--- src/rtl/led_pattern_ctrl.sv ---
// led_pattern_ctrl: tick-driven LED pattern sequencer with push-button mode selection.
// Optional macro LED_BTN_SYNC_EN inserts a 2-flop synchronizer on every button input.
module led_pattern_ctrl #(
   parameter int NB_LED = 4,
   parameter int NB_BTN = 4
) (
   input  logic              clock,
   input  logic              i_reset,
   input  logic              i_tick,
   input  logic              i_run,
   input  logic              i_clear,
   input  logic [NB_BTN-1:0] i_btn,
   output logic [NB_LED-1:0] o_led,
   output logic [1:0]        o_mode,
   output logic [1:0]        o_state,
   output logic              o_step_done
);

   typedef enum logic [1:0] {
      IDLE = 2'd0,
      LOAD = 2'd1,
      RUN  = 2'd2,
      HOLD = 2'd3
   } state_t;

   typedef enum logic {
      DIR_LEFT  = 1'b0,
      DIR_RIGHT = 1'b1
   } dir_t;

   localparam logic [1:0] MODE_ROT_L    = 2'd0;
   localparam logic [1:0] MODE_ROT_R    = 2'd1;
   localparam logic [1:0] MODE_PINGPONG = 2'd2;
   localparam logic [1:0] MODE_FLASH    = 2'd3;

   state_t              state;
   dir_t                dir;
   logic [NB_LED-1:0]   led;
   logic [1:0]          mode;
   logic                step_done;
   logic                pending_valid;
   logic [1:0]          pending_mode;
   logic [NB_BTN-1:0]   btn_prev;
   logic [NB_BTN-1:0]   btn_in;
   logic [NB_BTN-1:0]   press;
   logic                press_any;
   logic [1:0]          press_mode;
   logic [NB_LED-1:0]   seed;
   logic [NB_LED-1:0]   adv_led;
   dir_t                adv_dir;

`ifdef LED_BTN_SYNC_EN
   logic [NB_BTN-1:0]   btn_meta;
   logic [NB_BTN-1:0]   btn_sync;

   always_ff @(posedge clock) begin
      if (i_reset) begin
         btn_meta <= '0;
         btn_sync <= '0;
      end else begin
         btn_meta <= i_btn;
         btn_sync <= btn_meta;
      end
   end

   assign btn_in = btn_sync;
`else
   assign btn_in = i_btn;
`endif

   // Rising-edge detect; scanning from the top down leaves the lowest pressed index.
   always_comb begin
      press      = btn_in & ~btn_prev;
      press_any  = 1'b0;
      press_mode = 2'd0;
      for (int k = NB_BTN - 1; k >= 0; k--) begin
         if (k < 4 && press[k]) begin
            press_any  = 1'b1;
            press_mode = 2'(k);
         end
      end
   end

   always_comb begin
      seed = '0;
      case (mode)
         MODE_ROT_L:    seed = NB_LED'(1);
         MODE_ROT_R:    seed = {1'b1, {(NB_LED-1){1'b0}}};
         MODE_PINGPONG: seed = NB_LED'(1);
         MODE_FLASH:    seed = '1;
         default:       seed = '0;
      endcase
   end

   // Ping-pong bounces off an end by reversing before the shift, so the end LED lights once.
   always_comb begin
      adv_led = led;
      adv_dir = dir;
      case (mode)
         MODE_ROT_L: adv_led = {led[NB_LED-2:0], led[NB_LED-1]};
         MODE_ROT_R: adv_led = {led[0], led[NB_LED-1:1]};
         MODE_PINGPONG: begin
            if (dir == DIR_LEFT && led[NB_LED-1]) begin
               adv_dir = DIR_RIGHT;
               adv_led = led >> 1;
            end else if (dir == DIR_RIGHT && led[0]) begin
               adv_dir = DIR_LEFT;
               adv_led = led << 1;
            end else if (dir == DIR_LEFT) begin
               adv_led = led << 1;
            end else begin
               adv_led = led >> 1;
            end
         end
         MODE_FLASH: adv_led = ~led;
         default:    adv_led = led;
      endcase
   end

   always_ff @(posedge clock) begin
      if (i_reset) begin
         state         <= IDLE;
         dir           <= DIR_LEFT;
         led           <= '0;
         mode          <= MODE_ROT_L;
         step_done     <= 1'b0;
         pending_valid <= 1'b0;
         pending_mode  <= 2'd0;
         btn_prev      <= '0;
      end else begin
         btn_prev  <= btn_in;
         step_done <= 1'b0;
         if (i_clear) begin
            state         <= IDLE;
            led           <= '0;
            pending_valid <= 1'b0;
            dir           <= DIR_LEFT;
         end else begin
            case (state)
               IDLE: begin
                  led <= '0;
                  if (press_any) mode <= press_mode;
                  if (i_run) state <= LOAD;
               end
               LOAD: begin
                  led           <= seed;
                  dir           <= DIR_LEFT;
                  pending_valid <= press_any;
                  if (press_any) pending_mode <= press_mode;
                  state <= i_run ? RUN : HOLD;
               end
               RUN: begin
                  if (press_any) begin
                     pending_valid <= 1'b1;
                     pending_mode  <= press_mode;
                  end
                  if (!i_run) begin
                     state <= HOLD;
                  end else if (i_tick) begin
                     if (pending_valid) begin
                        mode  <= pending_mode;
                        state <= LOAD;
                     end else begin
                        led       <= adv_led;
                        dir       <= adv_dir;
                        step_done <= 1'b1;
                     end
                  end
               end
               HOLD: begin
                  if (press_any) begin
                     pending_valid <= 1'b1;
                     pending_mode  <= press_mode;
                  end
                  if (i_run) state <= RUN;
               end
               default: state <= IDLE;
            endcase
         end
      end
   end

   assign o_led       = led;
   assign o_mode      = mode;
   assign o_state     = state;
   assign o_step_done = step_done;

endmodule

--- config.mk ---
export PLATFORM = sky130hd
export DESIGN_NAME = led_pattern_ctrl
export DESIGN_NICKNAME = d
export VERILOG_FILES = /design/src/rtl/led_pattern_ctrl.sv
export SDC_FILE = /design/constraint.sdc
export NUM_CORES = 1
export LEC_CHECK = 0
export ABC_AREA = 1
export BUFFER_PORTS_ARGS = -buffer_cell sky130_fd_sc_hd__buf_2
export CAP_MARGIN = 20
export CORE_MARGIN = 1
export CORE_UTILIZATION = 36
export CTS_CLUSTER_SIZE = 24
export DETAILED_ROUTE_END_ITERATION = 7
export PLACE_DENSITY = 0.65
export SYNTH_ARGS = -nofsm -noshare
export SYNTH_HDL_FRONTEND = slang
export SYNTH_SLANG_ARGS = --single-unit
--- constraint.sdc ---
create_clock -name clock -period 1.6 [get_ports clock]
set_input_delay 0.24 -clock clock [delete_from_list [all_inputs] [get_ports clock]]
set_output_delay 0.24 -clock clock [all_outputs]
set_load 0.02 [all_outputs]
== Word level (Yosys, flattened, before mapping) ==
Cells that the tools add are included.
Word-level totals
  input bits: 9
  logic and storage cells: 92
  output and inout port bits: 9
  register bits: 17
Operators by class
  reductions and logical operators: 19
  bitwise logic cells: 8
  multiplexer cells: 39
  equality and inequality tests: 18
Operator list (number)
  $mux W2: 13
  $mux W4: 6
  $pmux W4 S3: 2
  $pmux W4 S4: 1
  $ne A2 B2 Y1 const B: 7
  $mux W1: 13
  $reduce_and A6 Y1: 2
  $ne A3 B3 Y1 const B: 3
  $eq A2 B2 Y1 const B: 4
  $not A4 Y4: 2
  $pmux W2 S4: 1
  $reduce_and A4 Y1: 2
  $reduce_bool A2 Y1: 3
  $reduce_or A2 Y1: 3
  $not A1 Y1: 5
  $reduce_or A5 Y1: 1
  $and A4 B4 Y4: 1
  $eq A2 B1 Y1 const B: 2
  $logic_not A2 Y1: 2
  $ne A2 B1 Y1 const B: 2
  $pmux W1 S2: 2
  $pmux W2 S2: 1
  $reduce_and A3 Y1: 1
  $reduce_bool A3 Y1: 1
  other kinds (3): 4

== Longest topological paths before layout ==
Gate-level depths: netlist of run 1.
  depth in word-level cells: 8
  depth in mapped cells: 11
  depth with buffers taken out: 10

== Worst setup path after synthesis of run 1 ==
Ideal clock, no wire load.
  kind: reg-to-reg
  start point: register state[0] (netlist: o_state[0])
  end point: register mode[1] (netlist: o_mode[1])
  arrival time: 1575 ps
  buffers on the path: 1
  library setup time: 116 ps
  data required time: 1484 ps
  clock period less this slack: 1691 ps
  cell stages (with the launch flop): 12
  path slack: -91 ps
  path through: dfxtp_1 > inv_1 > ha_1 > buf_6 > inv_4 > nor2_4 > nor2_1 > nand2_1 > a21oi_2 > inv_1 > nor2_1 > nor2_1
On the way
  word-level cells in the longest chain between the ends: 3
  elaborated cells on any way between the ends: 9
  those cells by class: eq/ne: 5; mux: 1; reduce/logical: 3
RTL lines
  start, declared: RTL line 36  | state_t state;
  start signal, assigned: RTL line 150  | state <= i_run ? RUN : HOLD;
  $eq A2 B2 Y1 / $logic_not A2 Y1 (equally long branches): RTL line 139  | case (state)
  $ne A2 B2 Y1 (no line) / $reduce_bool A2 Y1 (equally long branches)
  $reduce_and A6 Y1 (no line)
  end signal, assigned: RTL line 142  | if (press_any) mode <= press_mode;
  end signal, assigned: RTL line 161  | mode <= pending_mode;
  end, declared: RTL line 39  | logic [1:0] mode;
Several ways; a longest one is shown, not always the timed one.
A chain may end at the register's enable or synchronous reset.

== Worst setup path in the final report of run 1 ==
  start point: register state[0] (netlist: o_state[0])
  end point: register state[0] (netlist: o_state[0])
On the way
  word-level cells in the longest chain between the ends: 3
  elaborated cells on any way between the ends: 10
  those cells by class: eq/ne: 7; mux: 1; reduce/logical: 2
RTL lines (RTL line)
  $eq A2 B2 Y1 / $logic_not A2 Y1 (equally long branches): 139
  $ne A3 B3 Y1 (no line) / $ne A2 B2 Y1 (equally long branches)
  $reduce_and A4 Y1 (no line)
Several ways; a longest one is shown, not always the timed one.

==> results by group, run 1 <==
Timing
  • Setup TNS: 0 ns
  • Fin crit share: between 90% and 100%
  • Final Critical Period: 1.49 ns
  • Worst slew pin tran: 0.337 ns
  • Pins over their slew limit: 0
  • Relative slew slack: 77.5%
  • Fin. Hold Viols: 0
  • Max Clock Freq: 0.671 GHz
  • Final setup skew: 0.00732 ns
  • Final setup vio count: 0

Worst setup path
  • Crit-path max FO: 8
  • CP Class: reg2reg
  • Slowest stage cell, crit path: dfxtp_2
  • CP Launch Type: flip-flop
  • Worst path cell trace: inv_1 > ha_2 > inv_4 > nor2_4 > o221ai_2 > or2_1 > a21oi_1
  • Slowest stage delay, CP: approximately 0.34 ns
  • FF-to-FF setup slack: 0.11 ns
  • Worst setup EP type: flip-flop
  • Crit path buffers/inverters: 2
  • RR Endpoint: o_state[0]
  • Worst R2R Path Depth: 7
  • Worst Path Required: roughly 1.8 ns
  • Crit-path leading delay family: flip-flops
  • Worst Path Arrival: around 1.7 ns
  • Worst r2r src: o_state[0]
  • Setup crit start: o_state[0]

Synth
  • Post-Synth Adder-Cell Area: roughly 4.6%
  • Count leader, synth: nand2_1
  • Mapped Avg Cell Area: 6.46 µm²
  • Mapped cell area: 1100 µm²
  • Post-synthesis compound-gate area fraction: 14.7%
  • Post-synth EDFFs: 0
  • Synthesis-stage register bit count: 17
  • Post-synthesis xor/xnor area fraction: 0%
  • Gate Count Post-Synth: 170
  • Seq/Total Area, Yosys: between 30% and 40%
  • Simple-Gate Fraction of Synth Area: between 30% and 40%
  • Largest family of logic cells by synthesized area: simple AND/OR/NAND/NOR gates
  • Area leader, netlist: dfxtp_1
  • Mux cell area share after synthesis: 0%
  • Commonest cells post-synth: 56 x nand2_1, 24 x inv_1, 19 x nor2_1
  • Net count after synthesis: 183
  • Asr flop ratio synth: 0%
  • Primary FF master, synth: dfxtp_1
  • Yosys top cell area share: 31.0%
  • Synth warnings: 0
  • Synth top area cells: dfxtp_1 31%, nand2_1 19%, inv_1 8.2%
  • Yosys cell types: 26

Pwr
  • Switching pwr: 0.259 mW
  • Cell Int Power: 0.597 mW
  • Clk pwr share: 28.3%
  • Power, Total: 0.855 mW
  • Sequential power share: 53.1%
  • Combinational power share: 18.6%
  • PD cells: 673 nW/µm²
  • Pleak: 0.602 nW
  • Maximum VDD drop: 0.322 mV
  • Net Sw Frac: between 30% and 40%

Routing
  • Post-route DRC violation count: 2
  • WL per Instance: 10.5 µm
  • Total wire length: between 2 and 2.5 mm
  • Total number of vias: 1064
  • Routed Antenna Nets: 0
  • Vias/cell: 4.77
  • DR iter-0 viols: 27
  • DRT Pass-1 Iters: 6

Die
  • Core Region: 2830 µm²
  • Die width: 57.2 µm
  • Die Ht: 57.2 µm
  • Die area: about 3300 µm²
  • Initial Util: between 30% and 40%
  • Ports: 18
  • Std-Cell Rows: 19

Layout
  • Number of antenna diodes: 0
  • Layout area overhead: 15.6%
  • Final core occ: 44.9%
  • Final #Nets: 206
  • Layout cells sized above 1: 19.3%
  • Final cell count without fillers: 223
  • Design Area, Final: 1270 µm²

Status
  • Run status: finished with violations
  • Violated checks: design-rule violations

Clock network
  • Skew-Pair Late Insertion Delay: roughly 0.30 ns
  • Cts hold-fix bufs: 0
  • Clk pin slew, worst setup/hold paths: 0.11 ns
  • Cts bufs inserted: 3
  • Htree depth: 1
  • Clock buffer depth: 2
  • CTS Sinks: 17
  • Cell at the root of the clock tree: clkbuf_4
  • TritonCTS clock tree: yes
  • Setup bufs post-CTS: 0

Global route
  • Largest net degree at the start of global routing: 10
  • Initial antenna violation count: 0
  • Vias in the first global route: 945
  • Global route overflow: 0
  • Tot GR Track Use: 15.9%
  • Global-route wire length before repair: 4.07 mm

Worst hold path
  • Cell count of the worst hold path: 3
  • Worst Hold End: btn_prev[1]
  • Hold Startpoint: i_btn[1]
  • Class of the worst hold path: in2reg

Place
  • Placed Area: 1230 µm²
  • RD Place Congestion: around 0.9
  • Input/output buffers: 17
  • DP HPWL: 1.74 mm
  • Placed cells: about 220

Run
  • Max-cap violations: 0
kinds of logic after synthesis:
group                    after synthesis
AND/OR/NAND/NOR                       97
AO/OA/AOI/OAI                         25
adder cells (fa/ha/maj)                4
buffers and inverters                 27
flip-flops                            17
final cells by class:
cell class	instances	area, µm²
Fill cell	299	1560
Multi-Input combinational cell	126	662
Sequential cell	17	343
Timing Repair Buffer	19	100
Inverter	26	100
Tap cell	31	38.8
Clock buffer	4	26.3
layer usage:
layer,share of wire (%),up-vias,wire length [µm],global-route usage [%]
met1,51,455,1200,22.6
met5,0,-,0,0
met3,5.2,7,121,4.08
li1,-,578,-,-
met4,1.8,0,41,5.23
met2,42,24,980,23.5
power groups by stage:
stage | clock network (mW) | logic [mW] | registers, mW
floorplan | 0 | 0.103 | 0.470
global placement | 0 | 0.156 | 0.464
detailed placement | 0 | 0.154 | 0.463
CTS | 0.254 | 0.155 | 0.454
global route | 0.272 | 0.183 | 0.457
finish | 0.242 | 0.159 | 0.454
stage by stage:
| stage | worst slack, ns | hold slack, ns |
|---|---|---|
| 2_1_floorplan | 0.0444 | 0.309 |
| 3_3_place_gp | 0.0639 | 0.451 |
| 6_report | 0.110 | 0.150 |
| 5_1_grt | -0.0116 | 0.144 |
| 3_5_place_dp | 0.0675 | 0.466 |
| 4_1_cts | 0.0338 | 0.143 |
layout by cell type, fill, tap and decap left out, drive strengths merged:
| cell type | instances |
|---|---|
| clkbuf | 4 |
| a21boi | 1 |
| a211oi | 1 |
| a21oi | 13 |
| nor3 | 4 |
| nand3 | 10 |
| nor2 | 22 |
| ha | 4 |
| nand2 | 56 |
| o211ai | 1 |
| o22ai | 1 |
| o221ai | 1 |
| nand4 | 1 |
| buf | 19 |
| o21ai | 7 |
| inv | 26 |
| dfxtp | 17 |
| or2 | 4 |
registers in the layout (all words and copies together) (netlist names):
register / cells
pending_mode: 2
btn_prev: 4
o_led: 4
o_mode: 2
dir: 1
o_state: 2
o_step_done: 1
pending_valid: 1
timing repair:
item / in CTS / in global routing
setup endpoints to repair: 0 / 4
hold endpoints to repair: 0 / 0
gates resized for setup: 0 / 4
worst register-to-register path, stage by stage (launching register included):
cell and delay, ns:
dfxtp_2 0.34, inv_1 0.13, ha_2 0.26, inv_4 0.08
nor2_4 0.11, o221ai_2 0.13, or2_1 0.22, a21oi_1 0.14
worst max-delay path by stage:
stage                            end  slack (ns)  cells past startpoint
final                     o_state[0]        0.11                      7
after global routing             dir       -0.01                      8
after floorplan            o_mode[1]        0.04                     11
after CTS                  o_mode[1]        0.03                      9
after detailed placement   o_mode[1]        0.07                      9
after global placement     o_mode[1]        0.06                      9
No activity file was read; power rests on OpenSTA's default activity.
==> run 2, diff against run 1 <==
- CELL_PAD_IN_SITES_DETAIL_PLACEMENT: not set -> 1
- CELL_PAD_IN_SITES_GLOBAL_PLACEMENT: not set -> 2
- CORE_UTILIZATION: 36 -> 26
- PLACE_DENSITY: 0.65 -> 0.81
- SLEW_MARGIN: not set -> 10
==> run 2 against run 1 <==
  * The flow now finishes without violations
  * Sequential power barely moved
  * Critical path depth unchanged
  * Count of clock-buffer cells in the layout unchanged
  * Sequential share of layout area is 1.1 points lower
  * Die area is 37% higher
  * Maximum frequency is 2.2% higher
  * Register-to-register slack gained 0.03 ns
  * Cell count rose by 8.5%
  * Wire length up 31%
  * Via count is 6.3% higher
  * Largest power group unchanged
  * Highest routed layer unchanged
==> results by group, run 2 (synthesis results as in run 1) <==
Worst setup path
  • Setup crit start: o_state[0]
  • Worst Path Arrival: 1.63 ns
  • FF-to-FF setup slack: 0.14 ns
  • RR Endpoint: o_state[0]
  • Worst setup EP type: flip-flop
  • Worst Path Required: 1.77 ns
  • Worst R2R Path Depth: 7
  • Worst r2r src: o_state[0]
  • Crit-path max FO: 8
  • CP Class: reg2reg
  • CP Launch Type: flip-flop

Run
  • Max-cap violations: 0

Timing
  • RSZ-0062 raised after global routing: no
  • Fin crit share: between 90 and 100%
  • Hold WS: 0.219 ns
  • Fin. Hold Viols: 0
  • Final Critical Period: 1.46 ns
  • Final setup vio count: 0
  • Pins over their slew limit: 0
  • Worst setup margin: approximately 0.14 ns
  • Max Clock Freq: 0.686 GHz
  • Setup TNS: 0 ns
  • Final setup skew: 0.00195 ns
  • Relative slew slack: 77.5%
  • Worst slew pin tran: 0.337 ns

Clock network
  • Cell at the root of the clock tree: clkbuf_8
  • CTS Sinks: 17
  • Cts hold-fix bufs: 0
  • Skew-Pair Late Insertion Delay: 0.25 ns
  • TritonCTS clock tree: yes
  • Clock buffer depth: 2
  • Cts bufs inserted: 3
  • Clk pin slew, worst setup/hold paths: 0.07 ns
  • Htree depth: 1

Die
  • Ports: 18
  • Core Region: 4030 µm²
  • Die area: 4490 µm²
  • Initial Util: ~27%
  • Std-Cell Rows: 23
  • Die Ht: about 67 µm
  • Die width: 67 µm

Place
  • Placed Area: about 1300 µm²
  • DP HPWL: about 2.5 mm
  • Input/output buffers: 17
  • RD Place Congestion: 0.795
  • Pre-CTS WS: 0.00443 ns

Global route
  • Global-route wire length before repair: about 5.2 mm
  • Global route overflow: 0
  • Initial antenna violation count: 0
  • Vias in the first global route: between 1k and 1.5k
  • Tot GR Track Use: 15.2%
  • Largest net degree at the start of global routing: 10

Routing
  • DRT Pass-1 Iters: 4
  • Post-route DRC violation count: 0
  • WL per Instance: 12.7 µm
  • Routed Antenna Nets: 0
  • DR iter-0 viols: 43
  • Total wire length: 3.08 mm
  • Vias/cell: 4.67
  • Total number of vias: 1131

Pwr
  • Net Sw Frac: 28.9%
  • Clk pwr share: 34.5%
  • Switching pwr: 0.275 mW
  • Combinational power share: 17.7%
  • Sequential power share: around 48%
  • Maximum VDD drop: 0.268 mV
  • Pleak: ~0.61 nW
  • PD cells: slightly above 700 nW/µm²
  • Cell Int Power: a little under 0.7 mW

Layout
  • Design Area, Final: 1320 µm²
  • Commonest non-fill, non-tap cell in the layout: nand2_1
  • Layout cells sized above 1: 19.8%
  • Layout area overhead: 20.4%
  • Commonest non-fill, non-tap cells in the layout: 56 x nand2_1, 23 x inv_1, 19 x nor2_1
  • Final #Nets: 206
  • Number of antenna diodes: 0

Status
  • Run status: finished, final reports clean

Worst hold path
  • Cell count of the worst hold path: 3
  • Hold Startpoint: i_btn[3]
  • Class of the worst hold path: in2reg
  • Worst Hold End: btn_prev[3]
[run 2: cell counts in the layout (fill, tap and decap cells not counted)]
No cell type changed its count.
[run 2: worst max-delay path, cell delays in order, from the launching register on]
cell,delay [ns]
dfxtp_2,0.32
inv_1,0.16
ha_4,0.21
inv_4,0.07
nor2_4,0.12
o221ai_2,0.14
or2_1,0.23
a21oi_1,0.13
[run 2: area by class of cell]
class	count	area [µm²]
fill	534	2710
inverter	26	100
multi-input combinational	126	672
tap	50	62.6
timing repair buffer	19	100
clock buffer	4	45.0
sequential	17	343
[run 2: worst max-delay path by stage]
stage	to	slack (ns)	cells past startpoint
CTS	o_state[0]	0.02	6
finish	o_state[0]	0.14	7
floorplan	o_mode[1]	0.04	11
global route	o_state[0]	0.004	7
global placement	o_mode[1]	0.06	9
detailed placement	o_mode[1]	0.004	9
[run 2: through the flow]
step / power [mW] / util, % / std cells
floorplan: 0.573 / - / 170
global placement: 0.621 / 31.1 / 238
detailed placement: 0.628 / 31.1 / 238
CTS: 0.960 / 32.2 / 242
global route: 1.01 / 32.8 / 242
finish: 0.952 / 32.8 / 242
[run 2: power groups by stage]
stage	registers, mW	clock network, mW	logic [mW]
2_1_floorplan	0.470	0	0.103
3_3_place_gp	0.463	0	0.158
3_5_place_dp	0.464	0	0.164
4_1_cts	0.454	0.340	0.165
5_1_grt	0.458	0.357	0.193
6_report	0.455	0.328	0.169
[run 2: repair_timing]
item / 4_1_cts / 5_1_grt
pin swaps: 0 / 0
buffers inserted: 0 / 0
setup endpoints to repair: 1 / 6
gates resized for setup: 1 / 6
[run 2: per-layer routing]
| metal | GRT usage (%) | up-vias | wire length (µm) |
|---|---|---|---|
| li1 | - | 579 | - |
| met1 | 19.6 | 537 | 1460 |
| met2 | 26.9 | 13 | 1550 |
| met3 | 1.54 | 2 | 60 |
| met4 | 3.19 | 0 | 10 |
| met5 | 0 | - | 0 |
